===== src/rtl/button_debounce_in.sv =====
// Conditions a raw pushbutton pin into a debounced level, press/release pulses and
// an enable-gated toggle; everything downstream of the synchronizer is clean and synchronous.
module button_debounce_in #(
    parameter int DEBOUNCE_CYCLES = 16,
    parameter int CNT_WIDTH       = 5,
    parameter bit ACTIVE_LOW      = 1'b1
) (
`ifdef PWR_PINS
    input  logic VDD,
    input  logic GND,
`endif
    input  logic clk_i,
    input  logic rst_i,
    input  logic btn_i,
    input  logic en_i,
    output logic level_o,
    output logic press_o,
    output logic release_o,
    output logic toggle_o
);

    localparam logic [CNT_WIDTH-1:0] CNT_LAST = CNT_WIDTH'(DEBOUNCE_CYCLES - 1);

    logic                 pin_norm;
    logic                 sync1;
    logic                 sync2;
    logic [CNT_WIDTH-1:0] cnt;
    logic                 level_q;
    logic                 press_q;
    logic                 rel_q;
    logic                 toggle_q;
    logic                 differ;
    logic                 accept;

    // Polarity is folded in ahead of the synchronizer so every later stage sees 1 = pressed.
    assign pin_norm = btn_i ^ ACTIVE_LOW;

    always_ff @(posedge clk_i or posedge rst_i) begin
        if (rst_i) begin
            sync1 <= 1'b0;
            sync2 <= 1'b0;
        end else begin
            sync1 <= pin_norm;
            sync2 <= sync1;
        end
    end

    assign differ = (sync2 != level_q);
    assign accept = differ && (cnt == CNT_LAST);

    // Any return to the stable level clears the count, so only an unbroken run qualifies.
    always_ff @(posedge clk_i or posedge rst_i) begin
        if (rst_i) begin
            cnt <= '0;
        end else if (!differ || accept) begin
            cnt <= '0;
        end else begin
            cnt <= cnt + 1'b1;
        end
    end

    always_ff @(posedge clk_i or posedge rst_i) begin
        if (rst_i) begin
            level_q  <= 1'b0;
            press_q  <= 1'b0;
            rel_q    <= 1'b0;
            toggle_q <= 1'b0;
        end else begin
            press_q <= accept && sync2;
            rel_q   <= accept && !sync2;
            if (accept) begin
                level_q <= sync2;
            end
            if (accept && sync2 && en_i) begin
                toggle_q <= ~toggle_q;
            end
        end
    end

    assign level_o   = level_q;
    assign press_o   = press_q;
    assign release_o = rel_q;
    assign toggle_o  = toggle_q;

endmodule


===== config.mk =====
export PLATFORM = sky130hd
export DESIGN_NAME = button_debounce_in
export DESIGN_NICKNAME = d
export VERILOG_FILES = /design/src/rtl/button_debounce_in.sv
export SDC_FILE = /design/constraint.sdc
export NUM_CORES = 1
export LEC_CHECK = 0
export ABC_AREA = 1
export BUFFER_PORTS_ARGS = -buffer_cell sky130_fd_sc_hd__clkbuf_2
export CORE_AREA = 2 2 39 41
export CTS_CLUSTER_DIAMETER = 30
export CTS_CLUSTER_SIZE = 30
export DETAILED_ROUTE_END_ITERATION = 6
export DIE_AREA = 0 0 41 43
export PLACE_DENSITY = 0.64
export REMOVE_ABC_BUFFERS = 1
export SLEW_MARGIN = 10
export SYNTH_ARGS = -nofsm -noshare
export SYNTH_HDL_FRONTEND = slang
export SYNTH_SLANG_ARGS = --single-unit

===== constraint.sdc =====
create_clock -name clk_i -period 1.7 [get_ports clk_i]
set_clock_uncertainty 0.2 [all_clocks]
set_input_delay 0.17 -clock clk_i [delete_from_list [all_inputs] [get_ports clk_i]]
set_output_delay 0.17 -clock clk_i [all_outputs]
set_load 0.1 [all_outputs]

==> reports/summary.txt, run 1 <==
Synth Area in Compound Gates = 1.12%
Crit. End Element = register
total wire length = 695 µm
routed vias = 325
IO Port Bufs = 7
Sequential Power Share = 57.1%
largest net degree at the start of global routing = 12
H-tree level count = 1
Pins Over Slew Limit = 0
switching portion of total power = 22.8%
synthesized area = 445 µm²
clock share of power = 36.7%
WP data required = 1700 ps
Cells after Synth = 47
I/O pin count = 8
static leakage = 0.289 nW
Clock Sinks = 11
final estimated routing congestion in global placement = 0.622
initial detailed-routing violation count = 2
Post-Synth Adder-Cell Area = 5.62%
count of non-filler cells in the finished layout = 77
CTS buffer count = 3
warnings from Yosys = 0
initial antenna violation count = 0
fraction of power consumed by combinational cells = 6.2%
Worst Tran Pin Value = 538 ps
Inst Count DP = 70
Fmax achieved = 639 MHz
starting density of the core = 32.2%
Final HPWL DP = 542 µm
Rows = 14
drt wl/cell = 9.03 µm
largest family of logic cells by synthesized area = simple AND/OR/NAND/NOR gates
Pre-antenna DRT Iters = 2
clk_lat worst skew = 270 ps
Worst VDD drop = 0.343 mV
final setup vio count = 0
Seq/Total Area, Yosys = 61.8%
hold crit path type = register to register
Final ANT Viol Nets = 0
CP startpoint kind = register
drc violations = 0
CTS tree = built
# diodes = 0
post-synth cell types = 10
multiplexer area fraction after synthesis = 0%
overall routing resource usage = 11.0%
Setup Buffers After CTS = 0
grt ovf = 0
clock root buffer = clkbuf_4
Hold Violations, Final = 0
Power Density = 871 nW/µm²
FF+latch count, synth = 11
Worst Path Class, Setup = register to register
die height = 43 µm
xor and xnor fraction of the mapped netlist area = 1.97%
cell-internal power = 0.000375 W
Final Critical Period = 1570 ps
clk buf depth = 2
wire length of the first global-routing pass = 1170 µm
share of layout cells above drive strength 1 = 18.0%
status = complete, no violations
overall power = 0.000485 W
Max transition margin = 64.3%
die area = 1760 µm²
simple-gate area share of the yosys netlist = 21.9%
core footprint = 1380 µm²
Nets = 68
Psw = 0.000111 W
Resize count post-CTS = 0
WHS = 149 ps
RSZ-0062 raised after global routing = no
Die X = 41 µm
setup TNS = 0 ps
crit share post-route = 92.1%
CTS clock-pin slew for the worst setup and hold paths = 70 ps
P&R area growth vs syn = 25.0%
syn avg cell area = 9.48 µm²
via density per instance = 4.22
Critical Path AT = 1560 ps
Max-Cap Viols = 0
largest fanout on the critical path = 5
vias in the first global route = 304
-- metrics by stage --
step / setup slack, ps / utilization (%) / cell area (µm²)
final: 135 / 40.2 / 557
after global routing: 9.74 / 40.2 / 557
after CTS: 117 / 40.2 / 557
after detailed placement: 135 / 36.2 / 500
after global placement: 153 / 36.2 / 500
after floorplan: 5.24 / - / 445
-- power by group through the flow --
stage                     registers [W]   logic, W  clock network, W
final                          0.000277  0.0000301          0.000178
after global routing           0.000278  0.0000345          0.000201
after CTS                      0.000277  0.0000309          0.000185
after detailed placement       0.000282  0.0000256                 0
after global placement         0.000281  0.0000249                 0
after floorplan                0.000281  0.0000177                 0
-- final timing paths --
path                         from  endpoint  slack (ps)  depth (start not counted)
max                        cnt[0]    cnt[1]         130                          7
min                         sync1     sync2         150                          0
max reg2reg                cnt[0]    cnt[1]         130                          7
min reg2reg                 sync1     sync2         150                          0
max in group asynchronous   rst_i    cnt[2]         800                          3
min in group asynchronous   rst_i     sync2         210                          3
-- critical path, cell delays in order (launching register included) --
cell and delay [ps]:
dfrtp_1 410, ha_1 230, nand2_1 80, nor2_1 40, ha_1 220, inv_1 120, nand2_2 100, nor2_1 110
-- timing repair --
item | CTS | global route
setup endpoints to repair | 0 | 0
endpoints found under the hold margin | 13 | 0
hold buffers | 3 | 0
-- placed cells by master, fill, tap and decap left out --
cell type,instances
dfrtp_1,11
inv_1,9
nor2_1,9
nand2_1,9
clkbuf_2,7
nand4_1,3
clkbuf_4,3
dlygate4sd3_1,3
ha_1,2
nand2_2,1
nand3_1,1
xnor2_1,1
o21ai_0,1
clkbuf_1,1
-- kinds of logic after synthesis --
| logic type | count (synthesis) |
|---|---|
| and+or+nand+nor | 23 |
| DFF | 11 |
| buffers and inverters | 9 |
| adders and majority gates | 2 |
| AOI/OAI and AO/OA | 1 |
| xor gates and xnor gates | 1 |
-- layout make-up --
type / instances / area, µm²
clock buffer: 4 / 26.3
fill: 147 / 827
inverter: 9 / 33.8
multi-input combinational: 27 / 136
sequential: 11 / 275
tap: 16 / 20.0
timing repair buffer: 10 / 65.1
-- synthesized netlist by cell type (all sizes together) --
| cell type | count | share of area, % |
|---|---|---|
| dfrtp | 11 | 62 |
| ha | 2 | 5.6 |
| inv | 9 | 7.6 |
| nand2 | 10 | 9.0 |
| nand3 | 1 | 1.1 |
| nand4 | 3 | 4.2 |
| nor2 | 9 | 7.6 |
| o21ai | 1 | 1.1 |
| xnor2 | 1 | 2.0 |
-- flip-flops by register name (all words and copies together) (netlist names) --
| name | cells |
|---|---|
| cnt | 5 |
| level_o | 1 |
| press_o | 1 |
| release_o | 1 |
| sync1 | 1 |
| sync2 | 1 |
| toggle_o | 1 |
-- routing by layer --
| metal | wire [µm] | track usage (%) | up-vias |
|---|---|---|---|
| met5 | 0 | 0 | - |
| met4 | 23 | 10.0 | 0 |
| met3 | 26 | 4.71 | 4 |
| met2 | 325 | 15.9 | 9 |
| met1 | 320 | 11.0 | 142 |
| li1 | - | - | 170 |
(Power assumes the default switching activity.)
==> run 2: changes to the inputs <==
--- a/config.mk
+++ b/config.mk
@@ -7,12 +7,12 @@
 export LEC_CHECK = 0
 export ABC_AREA = 1
 export BUFFER_PORTS_ARGS = -buffer_cell sky130_fd_sc_hd__clkbuf_2
-export CORE_AREA = 2 2 39 41
+export CORE_MARGIN = 2
+export CORE_UTILIZATION = 25
 export CTS_CLUSTER_DIAMETER = 30
 export CTS_CLUSTER_SIZE = 30
 export DETAILED_ROUTE_END_ITERATION = 6
-export DIE_AREA = 0 0 41 43
-export PLACE_DENSITY = 0.64
+export PLACE_DENSITY = 0.54
 export REMOVE_ABC_BUFFERS = 1
 export SLEW_MARGIN = 10
 export SYNTH_ARGS = -nofsm -noshare
==> run 2 against run 1 <==
Power shrank 1.7%. Sequential share of layout area shrank 1.2 points. Core utilization is 6.8 points lower. Flip-flop and latch count stayed put. First-iteration DRC count increased to 3.0 times the previous value. Worst setup slack improved by 52 ps. Die area is 21% higher. Worst hold slack worse by 1.6 ps. Global-route usage fell by 3.2 points. Critical path depth stayed put. Largest cell class unchanged.
==> reports/summary.txt, run 2 (synthesized netlist as in run 1, its figures left out) <==
static leakage = 0.287 nW (-0.40%)
largest net degree at the start of global routing = 12 (unchanged)
RSZ-0062 raised after global routing = no
wire length of the first global-routing pass = 1060 µm (-9.5%)
CP startpoint kind = register
Max transition margin = 64.2% (-0.10 points)
Top reg by flops = cnt
# diodes = 0 (unchanged)
hold crit path type = register to register
clk buf depth = 2 (unchanged)
commonest non-fill, non-tap cells in the layout = 11 x dfrtp_1, 9 x inv_1, 9 x nor2_1, 9 x nand2_1, 7 x clkbuf_2
most frequent cell on the critical path = nor2_1
setup TNS = 0 ps (unchanged)
Worst Path Class, Setup = register to register
vias in the first global route = 285 (-6.3%)
crit share post-route = 89.0% (-3.1 points)
crit-path cells = ha_1 > nand2_1 > nor2_1 > ha_2 > inv_1 > nand2_2 > nor2_1
starting density of the core = 26.1% (-6.1 points)
Hold Violations, Final = 0 (unchanged)
via density per instance = 3.73 (-12%)
Max-Cap Viols = 0 (unchanged)
final estimated routing congestion in global placement = 0.659 (+5.9%)
Critical Path Slowest Stage Cell = dfrtp_1
Final Util = 33.4% (-6.8 points)
H-tree level count = 1 (unchanged)
Power Density = 836 nW/µm² (-4.1%)
Nets = 68 (unchanged)
Worst VDD drop = 0.435 mV (+27%)
Pins Over Slew Limit = 0 (unchanged)
CP peak stage delay = 390 ps (-20 ps)
IO Port Bufs = 7 (unchanged)
total wire length = 628 µm (-9.6%)
Final HPWL DP = 469 µm (-13%)
Final ANT Viol Nets = 0 (unchanged)
WP data required = 1660 ps (-40 ps)
die height = 46.2 µm (+7.5%)
final setup vio count = 0 (unchanged)
die area = 2140 µm² (+21%)
Critical Path AT = 1470 ps (-90 ps)
Setup Buffers After CTS = 0 (unchanged)
overall routing resource usage = 7.75% (-3.2 points)
drt wl/cell = 7.30 µm (-19%)
initial detailed-routing violation count = 6 (+4)
share of layout cells above drive strength 1 = 19.7% (+1.6 points)
clock root buffer = clkbuf_4
largest fanout on the critical path = 5 (unchanged)
Crit. End Element = register
clk_lat worst skew = 260 ps (about the same)
commonest non-fill, non-tap cell in the layout = dfrtp_1
Pre-antenna DRT Iters = 4 (+2)
Worst Tran Pin Value = 540 ps (+1.52 ps)
drc violations = 0 (unchanged)
CTS clock-pin slew for the worst setup and hold paths = 60 ps (about the same)
CTS tree = built
max FFs per register = 5 (unchanged)
Final Critical Period = 1510 ps (-52.3 ps)
Clock Sinks = 11 (unchanged)
Die X = 46.2 µm (+13%)
CTS buffer count = 3 (unchanged)
Filler Cell Count = 188 (+28%)
initial antenna violation count = 0 (unchanged)
Fmax achieved = 661 MHz (+3.5%)
I/O pin count = 8 (unchanged)
grt ovf = 0 (unchanged)
Rows = 15 (+1)
routed vias = 321 (-1.2%)
core footprint = 1710 µm² (+23%)
status = complete, no violations
P&R area growth vs syn = 28.1%
==> run 2: final cells by class <==
type	instances	area, µm²	share of cell area (%)
clock buffers	4	26.3	4.61
inverters	9	33.8	5.92
multi-input cells	27	139	24.3
flip-flops and latches	11	275	48.2
well taps	25	31.3	5.48
repair buffers	10	65.1	11.4
==> run 2: layer usage <==
metal | wire (µm) | part of all wire (%) | global-route usage [%]
met1 | 291 | 46 | 7.99
met2 | 270 | 43 | 10.8
met3 | 53 | 8.4 | 5.88
met4 | 12 | 1.9 | 5.14
met5 | 0 | 0 | 0
==> run 2: final timing paths <==
path,to,cells after the start,slack (ps),startpoint
setup reg to reg,cnt[3],7,190,cnt[0]
setup / recovery,cnt[3],7,190,cnt[0]
hold reg to reg,sync2,0,150,sync1
min in group asynchronous,level_o,3,220,rst_i
hold / removal,sync2,0,150,sync1
max in group asynchronous,cnt[4],3,800,rst_i
==> run 2: where the power goes <==
part	total, W	internal [W]	switching, W
Clock	0.000171	0.0000908	0.0000800
Combinational	0.0000295	0.0000139	0.0000156
Sequential	0.000277	0.000270	0.00000674
Total	0.000477	0.000375	0.000102
==> run 2: per-stage QoR <==
stage	setup slack [ps]	cells	power (W)	instance area (µm²)	hold WS, ps
after floorplan	5.24	47	0.000298	445	-178
after global placement	147	79	0.000306	512	-35.6
after detailed placement	156	79	0.000307	512	-30.9
after CTS	138	86	0.000488	568	152
after global routing	30.1	86	0.000507	571	162
final	187	86	0.000477	571	148
==> run 2: timing repair <==
action	CTS	global route
hold buffers	3	0
gates resized for setup	0	1
hold endpoints to repair	13	0
endpoints found under the setup margin	0	3
==> run 2: critical path: cells and delay by family, from the launching register on <==
kind                       cells  cell delay, ps
and+or+nand+nor                4             330
adders and majority gates      2             410
DFF                            1             390
buffers and inverters          1              80
